--- config.mk ---
export PLATFORM = sky130hd
export DESIGN_NAME = data_stack
export DESIGN_NICKNAME = d
export VERILOG_FILES = /design/src/rtl/data_stack_pkg.sv /design/src/rtl/data_stack.sv
export SDC_FILE = /design/constraint.sdc
export NUM_CORES = 1
export LEC_CHECK = 0
export BUFFER_PORTS_ARGS = -buffer_cell sky130_fd_sc_hd__buf_2
export CORE_UTILIZATION = 50
export CTS_CLUSTER_DIAMETER = 40
export CTS_CLUSTER_SIZE = 25
export DETAILED_ROUTE_END_ITERATION = 6
export GPL_ROUTABILITY_DRIVEN = 0
export GPL_TIMING_DRIVEN = 0
export MAX_ROUTING_LAYER = met4
export PLACE_DENSITY = 0.74
export SLEW_MARGIN = 30
export SYNTH_ARGS = -nofsm -noshare
export SYNTH_HDL_FRONTEND = slang
export SYNTH_SLANG_ARGS = --single-unit
--- constraint.sdc ---
create_clock -name clk -period 10.8 [get_ports clk]
set_input_delay 2.16 -clock clk [delete_from_list [all_inputs] [get_ports clk]]
set_output_delay 2.16 -clock clk [all_outputs]
set_load 0.02 [all_outputs]
--- src/rtl/data_stack_pkg.sv ---
// Processor-wide shared definitions: data-stack operation encodings,
// also decoded by the control unit.
package data_stack_pkg;

  typedef enum logic [1:0] {
    OP_NOP      = 2'b00,
    OP_PUSH     = 2'b01,
    OP_POP      = 2'b10,
    OP_POP2PUSH = 2'b11
  } stack_op_e;

endpackage

--- src/rtl/data_stack.sv ---
// Operand data stack: tos/nos feed the operand-select mux directly.
// Illegal ops (overflow/underflow) are blocked and raise a sticky err.
module data_stack
  import data_stack_pkg::*;
#(
  parameter int unsigned WIDTH = 16,
  parameter int unsigned DEPTH = 16
) (
  input  logic                     clk,
  input  logic                     reset,
  input  logic [1:0]               op,
  input  logic [WIDTH-1:0]         din,
  output logic [WIDTH-1:0]         tos,
  output logic [WIDTH-1:0]         nos,
  output logic [$clog2(DEPTH):0]   count,
  output logic                     empty,
  output logic                     full,
  output logic                     err
);

  localparam int unsigned AW = $clog2(DEPTH);
  localparam int unsigned CW = AW + 1;

  logic [WIDTH-1:0] mem [DEPTH];

  logic          wr_en;
  logic [AW-1:0] wr_idx;
  logic [CW-1:0] cnt_nxt;
  logic          bad_op;

  // Op decode: legal ops update pointer/write port, illegal ones only flag
  always_comb begin
    wr_en   = 1'b0;
    wr_idx  = '0;
    cnt_nxt = count;
    bad_op  = 1'b0;
    case (stack_op_e'(op))
      OP_PUSH: begin
        if (full) begin
          bad_op = 1'b1;
        end else begin
          wr_en   = 1'b1;
          wr_idx  = AW'(count);
          cnt_nxt = count + CW'(1);
        end
      end
      OP_POP: begin
        if (empty) begin
          bad_op = 1'b1;
        end else begin
          cnt_nxt = count - CW'(1);
        end
      end
      OP_POP2PUSH: begin
        if (count < CW'(2)) begin
          bad_op = 1'b1;
        end else begin
          wr_en   = 1'b1;
          wr_idx  = AW'(count - CW'(2));
          cnt_nxt = count - CW'(1);
        end
      end
      default: ;
    endcase
  end

  // Storage is never cleared; an op presented with reset is dropped
  always_ff @(posedge clk) begin
    if (!reset && wr_en) begin
      mem[wr_idx] <= din;
    end
  end

  always_ff @(posedge clk) begin
    if (reset) begin
      count <= '0;
      empty <= 1'b1;
      full  <= 1'b0;
      err   <= 1'b0;
    end else begin
      count <= cnt_nxt;
      empty <= (cnt_nxt == CW'(0));
      full  <= (cnt_nxt == CW'(DEPTH));
      if (bad_op) begin
        err <= 1'b1;
      end
    end
  end

  // Entries at or above count are masked so stale data never escapes
  always_comb begin
    tos = '0;
    nos = '0;
    if (count >= CW'(1)) begin
      tos = mem[AW'(count - CW'(1))];
    end
    if (count >= CW'(2)) begin
      nos = mem[AW'(count - CW'(2))];
    end
  end

endmodule

; ---- Word-level counts from Yosys, hierarchy flattened
; Memory sizes are Yosys's and may differ from the RTL's.
; Cells that the tools add are included.
[word_totals]
latch_bits = 0
wordCells = 36
ram_bits = 256
regBits = 8
romBits = 0
out_inout_bits = 40
memories = 1
in_bits = 20
[classes]
addsub = 3
shift = 0
magnitude_cmp = 3
bitwise_logic = 0
n_div = 0
mul = 0
mux = 18
n_reduce_logical = 3
n_eq_ne = 4
[mem_list]
columns = name, depth, word_bits, read_ports, rd_ports_with_merged_regs, wr, line
row1 = mem, 16, 16, 2, 0, 1, data_stack.sv:24  ; logic [WIDTH-1:0] mem [DEPTH];
[op_table]
columns = operator, n
row1 = two-way mux 16 bit, 2
row2 = two-way mux 5 bit, 3
row3 = one-hot mux 5 bit (3 select lines), 1
row4 = two-way mux 4 bit, 2
row5 = one-hot mux 4 bit (2 select lines), 1
row6 = two-way mux 1 bit, 7
row7 = "adder 5 x 1 -> 5 bit, second input constant", 1
row8 = "== test 5 bit, second input constant", 1
row9 = "greater-or-equal comparator 5 x 1 -> 1 bit, second input constant", 1
row10 = "greater-or-equal comparator 5 x 2 -> 1 bit, second input constant", 1
row11 = logical NOT 5 bit, 1
row12 = "less-than comparator 5 x 2 -> 1 bit, second input constant", 1
row13 = "subtractor 5 x 1 -> 5 bit, second input constant", 1
row14 = "== test 2 bit, second input constant", 2
row15 = "subtractor 4 x 2 -> 4 bit, second input constant", 1
row16 = one-hot mux 1 bit (3 select lines), 1
row17 = "== test 2 x 1 -> 1 bit, second input constant", 1
row18 = one-hot mux 1 bit (2 select lines), 1
row19 = logical AND 1 bit, 1
row20 = logical NOT 1 bit, 1

; ---- Logic depth before layout (Yosys ltp)
[logic_depth]
ltp_word = 6
depth_mapped = 13
depth_no_buf = 10

; ---- Least setup slack after synthesis
; Ideal clock, no wire load.
[synth_path]
path_kind = reg2out
startpoint = reg count[1]
endpoint = out tos[10]
path_slack_ps = 5494
n_path_buf = 6
arrival_time_ps = 3146
t_required_ps = 8640
stages_incl_launch_ff = 12
cell_sequence = dfxtp_1 -> clkbuf_1 -> buf_2 -> buf_2 -> inv_1 -> ha_1 -> buf_4 -> buf_2 -> buf_1 -> mux4_2 -> mux2i_1 -> a211oi_1
[synth_between]
elab_chain_cells = 3
elab_cells_between_ends = 4
cone_classes = add/sub: 1 / order compare: 1 / mux: 1 / memory: 1
[synth_rtl]
columns = element, line
row1 = "start, declared", data_stack.sv:15  ; output logic [$clog2(DEPTH):0] count,
row2 = "start signal, assigned", data_stack.sv:81  ; count <= cnt_nxt;
row3 = subtractor 5 x 1 -> 5 bit, data_stack.sv:95  ; tos = mem[AW'(count - CW'(1))];
row4 = memory read (16 x 16 bit), n/a
row5 = two-way mux 16 bit *, data_stack.sv:94  ; if (count >= CW'(1)) begin
row6 = "end, declared", data_stack.sv:13  ; output logic [WIDTH-1:0] tos,
; Every way passes the cells marked *; elsewhere a longest branch is shown, timed or not.

; ---- Worst setup path in the final report
[layout_path]
startpoint = reg count[1]
endpoint = out tos[5]
; The elaborated chain is that of the path after synthesis.

==> qor.csv <==
stage,metric,value,unit
outcome,status,"complete, no violations",
power,cellPowerDensity,305,mW/mm^2
layout,multi_input_area,0.00465,mm^2
timing,rsz0062_at_grt,no,
worst_setup_path,end_kind,primary output,
synth,synthArstFlopShare,0,%
drt,vias,7606,
global_routing,grt_remaining_overflow,0,
layout,area_growth,16.4,%
power,clock_power_share,25.1,%
power,power_frac_seq,26.4,%
layout,final_cells,1091,
worst_setup_path,cp-startpoint,count[1],
cts,cts_hold_buf,0,
worst_setup_path,cp.required,8640,ps
global_routing,met2_usage,43.5,%
timing,setup_tns,0,ps
power,switching_share,40.2,%
timing,tightest_slew,1010,ps
drt,drt-total-wl,33700,um
cts,cts_buffers,34,
timing,clock-skew-final,19.7,ps
drt,wl_per_cell,30.9,um
place,dp_hpwl,21900,um
power,intPower,2.69,mW
drt,dr.pass1.iters,7,
floorplan,die_y,161,um
cts,clk_pin_slew,50,ps
power,p_leak,4.71,nW
worst_setup_path,start_kind,flip-flop,
worst_hold_path,hold_class,reg -> reg,
power,combinationalPowerShare,48.5,%
timing,min_period_over_period,66.6,%
layout,drive_gt1_share,41.1,%
place,dp_cells,1032,
global_routing,grt_max_degree,17,
floorplan,dieArea,0.0260,mm^2
synth,seq_area_frac_synth,62.0,%
synth,synth_simple_gate_area_share,3.88,%
layout,fill_cells,1732,
global_routing,grt_util_met1,35.1,%
timing,period_minus_slack,7190,ps
synth,synth_largest_area_cell,edfxtp_1,
drt,antenna_left,0,
floorplan,fp.dieW,161,um
timing,setup_violations,0,
cts,htree_levels,2,
power,peakVddDrop,0.157,mV
cts,cts_tree,yes,
global_routing,top_usage_layer,met2,
synth,yosysMostFrequentCell,edfxtp_1,
synth,synth_cell_type_count,45,
cts,ctsResizeCount,0,
layout,regArea,0.00785,mm^2
synth,synth_edf_count,256,
synth,synth_fa_ha_area_share,0.890,%
floorplan,ios,60,
run,cap_violations,0,
timing,fmax,139,MHz
timing,whs,484,ps
synth,synth_top_family_by_area,multiplexers,
worst_hold_path,hold_start,err,
layout,n_antenna_cell,0,
worst_setup_path,critical_path_class,reg -> out,
cts,cts_sinks,264,
worst_setup_path,cp_max_fo,10,
synth,synth_common_cells,"256 x edfxtp_1, 144 x mux4_2, 33 x a211oi_1",
floorplan,rows,57,
synth,synth_ff_type,edfxtp_1,
global_routing,use_met3,5.65,%
synth,synth_warnings,0,
worst_setup_path,timing.rr.start,count[1],
global_routing,grt_pass1_vias,8005,
synth,ys_ff_latch,264,
place,port_buffers,58,
cts,post_cts_buffers,0,
synth,synth_top_area_share,60.7,%
drt,drc,0,
synth,avgSynthCellArea,19.7,um^2
cts,cts_root_buf,clkbuf_16,
synth,syn-instance-count,642,
global_routing,gr-usage-all-layers,27.8,%
timing,finalHoldViolations,0,
drt,via_per_inst,6.97,
synth,synth_mux_area_share,27.1,%
floorplan,initial_utilization,51.4,%
cts,clk-insertion-delay-late,510,ps
worst_setup_path,worst_ep_arrival_time,5030,ps
synth,synth-xor-area-share,0.475,%
synth,synth_area,0.0127,mm^2
synth,synth_area_leaders,"edfxtp_1 61%, mux4_2 26%, a211oi_1 2.0%",
synth,synth_nets,671,
power,p_sw,1.81,mW
timing,slew_violations,0,
layout,fin_nets,773,
cts,clock_path_buffers,3,
floorplan,coreArea,0.0246,mm^2
synth,synth_compound_area_share,3.40,%
global_routing,grt_pass1_wl,50200,um
timing,relSlewSlack,32.0,%
drt,drt_iter0_markers,895,
global_routing,antenna_found_initial,0,
[power by group through the flow]
stage	sequential [mW]	combinational [mW]	clock, mW
2_1_floorplan	1.21	1.44	0
3_3_place_gp	1.20	2.10	0
3_5_place_dp	1.21	2.15	0
4_1_cts	1.19	2.17	1.14
5_1_grt	1.19	2.27	1.17
6_report	1.19	2.18	1.13
[metrics by stage]
stage	utilization, %	cell area, um^2	setup slack [ps]	power (mW)
after floorplan	-	12700	5490	2.65
after global placement	54.3	13400	4400	3.30
after detailed placement	55.2	13600	4290	3.36
after CTS	59.9	14700	3700	4.49
after global routing	59.9	14700	3600	4.64
final	59.9	14700	3610	4.50
[routing by layer]
metal | up-vias | share of wire (%)
li1 | 2970 | -
met1 | 3929 | 36
met2 | 572 | 49
met3 | 135 | 10
met4 | 0 | 4.9
met5 | - | 0
[state kept, by name, summed over array words and instances (netlist names)]
name	count
mem	256
count	5
err	1
full	1
empty	1
[area by class of cell]
type,instances,area share (%)
Clock buffer,35,5.94
Buffer,46,1.69
Clock inverter,24,1.81
Sequential cell,264,53.3
Inverter,8,0.204
Tap cell,324,2.75
Timing Repair Buffer,66,2.79
Multi-Input combinational cell,324,31.5
[critical path, stage by stage (launching register included)]
cell and delay (ps):
dfxtp_1 450, clkbuf_1 240, buf_2 390, buf_2 370
inv_1 160, ha_1 290, a21boi_2 190, xnor2_1 790
clkbuf_1 690, a211oi_1 190, a211oi_1 490, buf_2 260
[layout by cell type, fill, tap and decap left out, types with 4 or more instances in the layout]
cell type,n
nor2_4,16
buf_2,71
nor2b_1,20
buf_1,6
a211oi_1,33
clkbuf_1,16
nor2_1,9
ha_1,9
and2_1,18
edfxtp_1,256
dfxtp_1,8
inv_1,7
buf_8,8
clkinvlp_4,4
nand2_1,7
clkbuf_16,35
nand3_1,5
mux2i_1,18
a21oi_1,5
buf_6,5
mux4_2,144
inv_6,8
buf_4,6
[logic make-up (layout without fill, tap and decap cells)]
family                     count (synthesis)  after routing
AOI/OAI and AO/OA                         57             57
muxes                                    163            163
xor gates and xnor gates                   6              6
and+or+nand+nor                           89             89
adders and majority gates                  9              9
buffers and inverters                     54            179
DFF                                      264            264
[final timing paths]
path | to | slack (ps) | cells past startpoint
worst max-delay path | tos[5] | 3610 | 11
worst min-delay path | err | 480 | 2
worst max register to register | mem[5][5] | 6250 | 11
worst min register to register | err | 480 | 2
No activity file was read; power rests on OpenSTA's default activity.
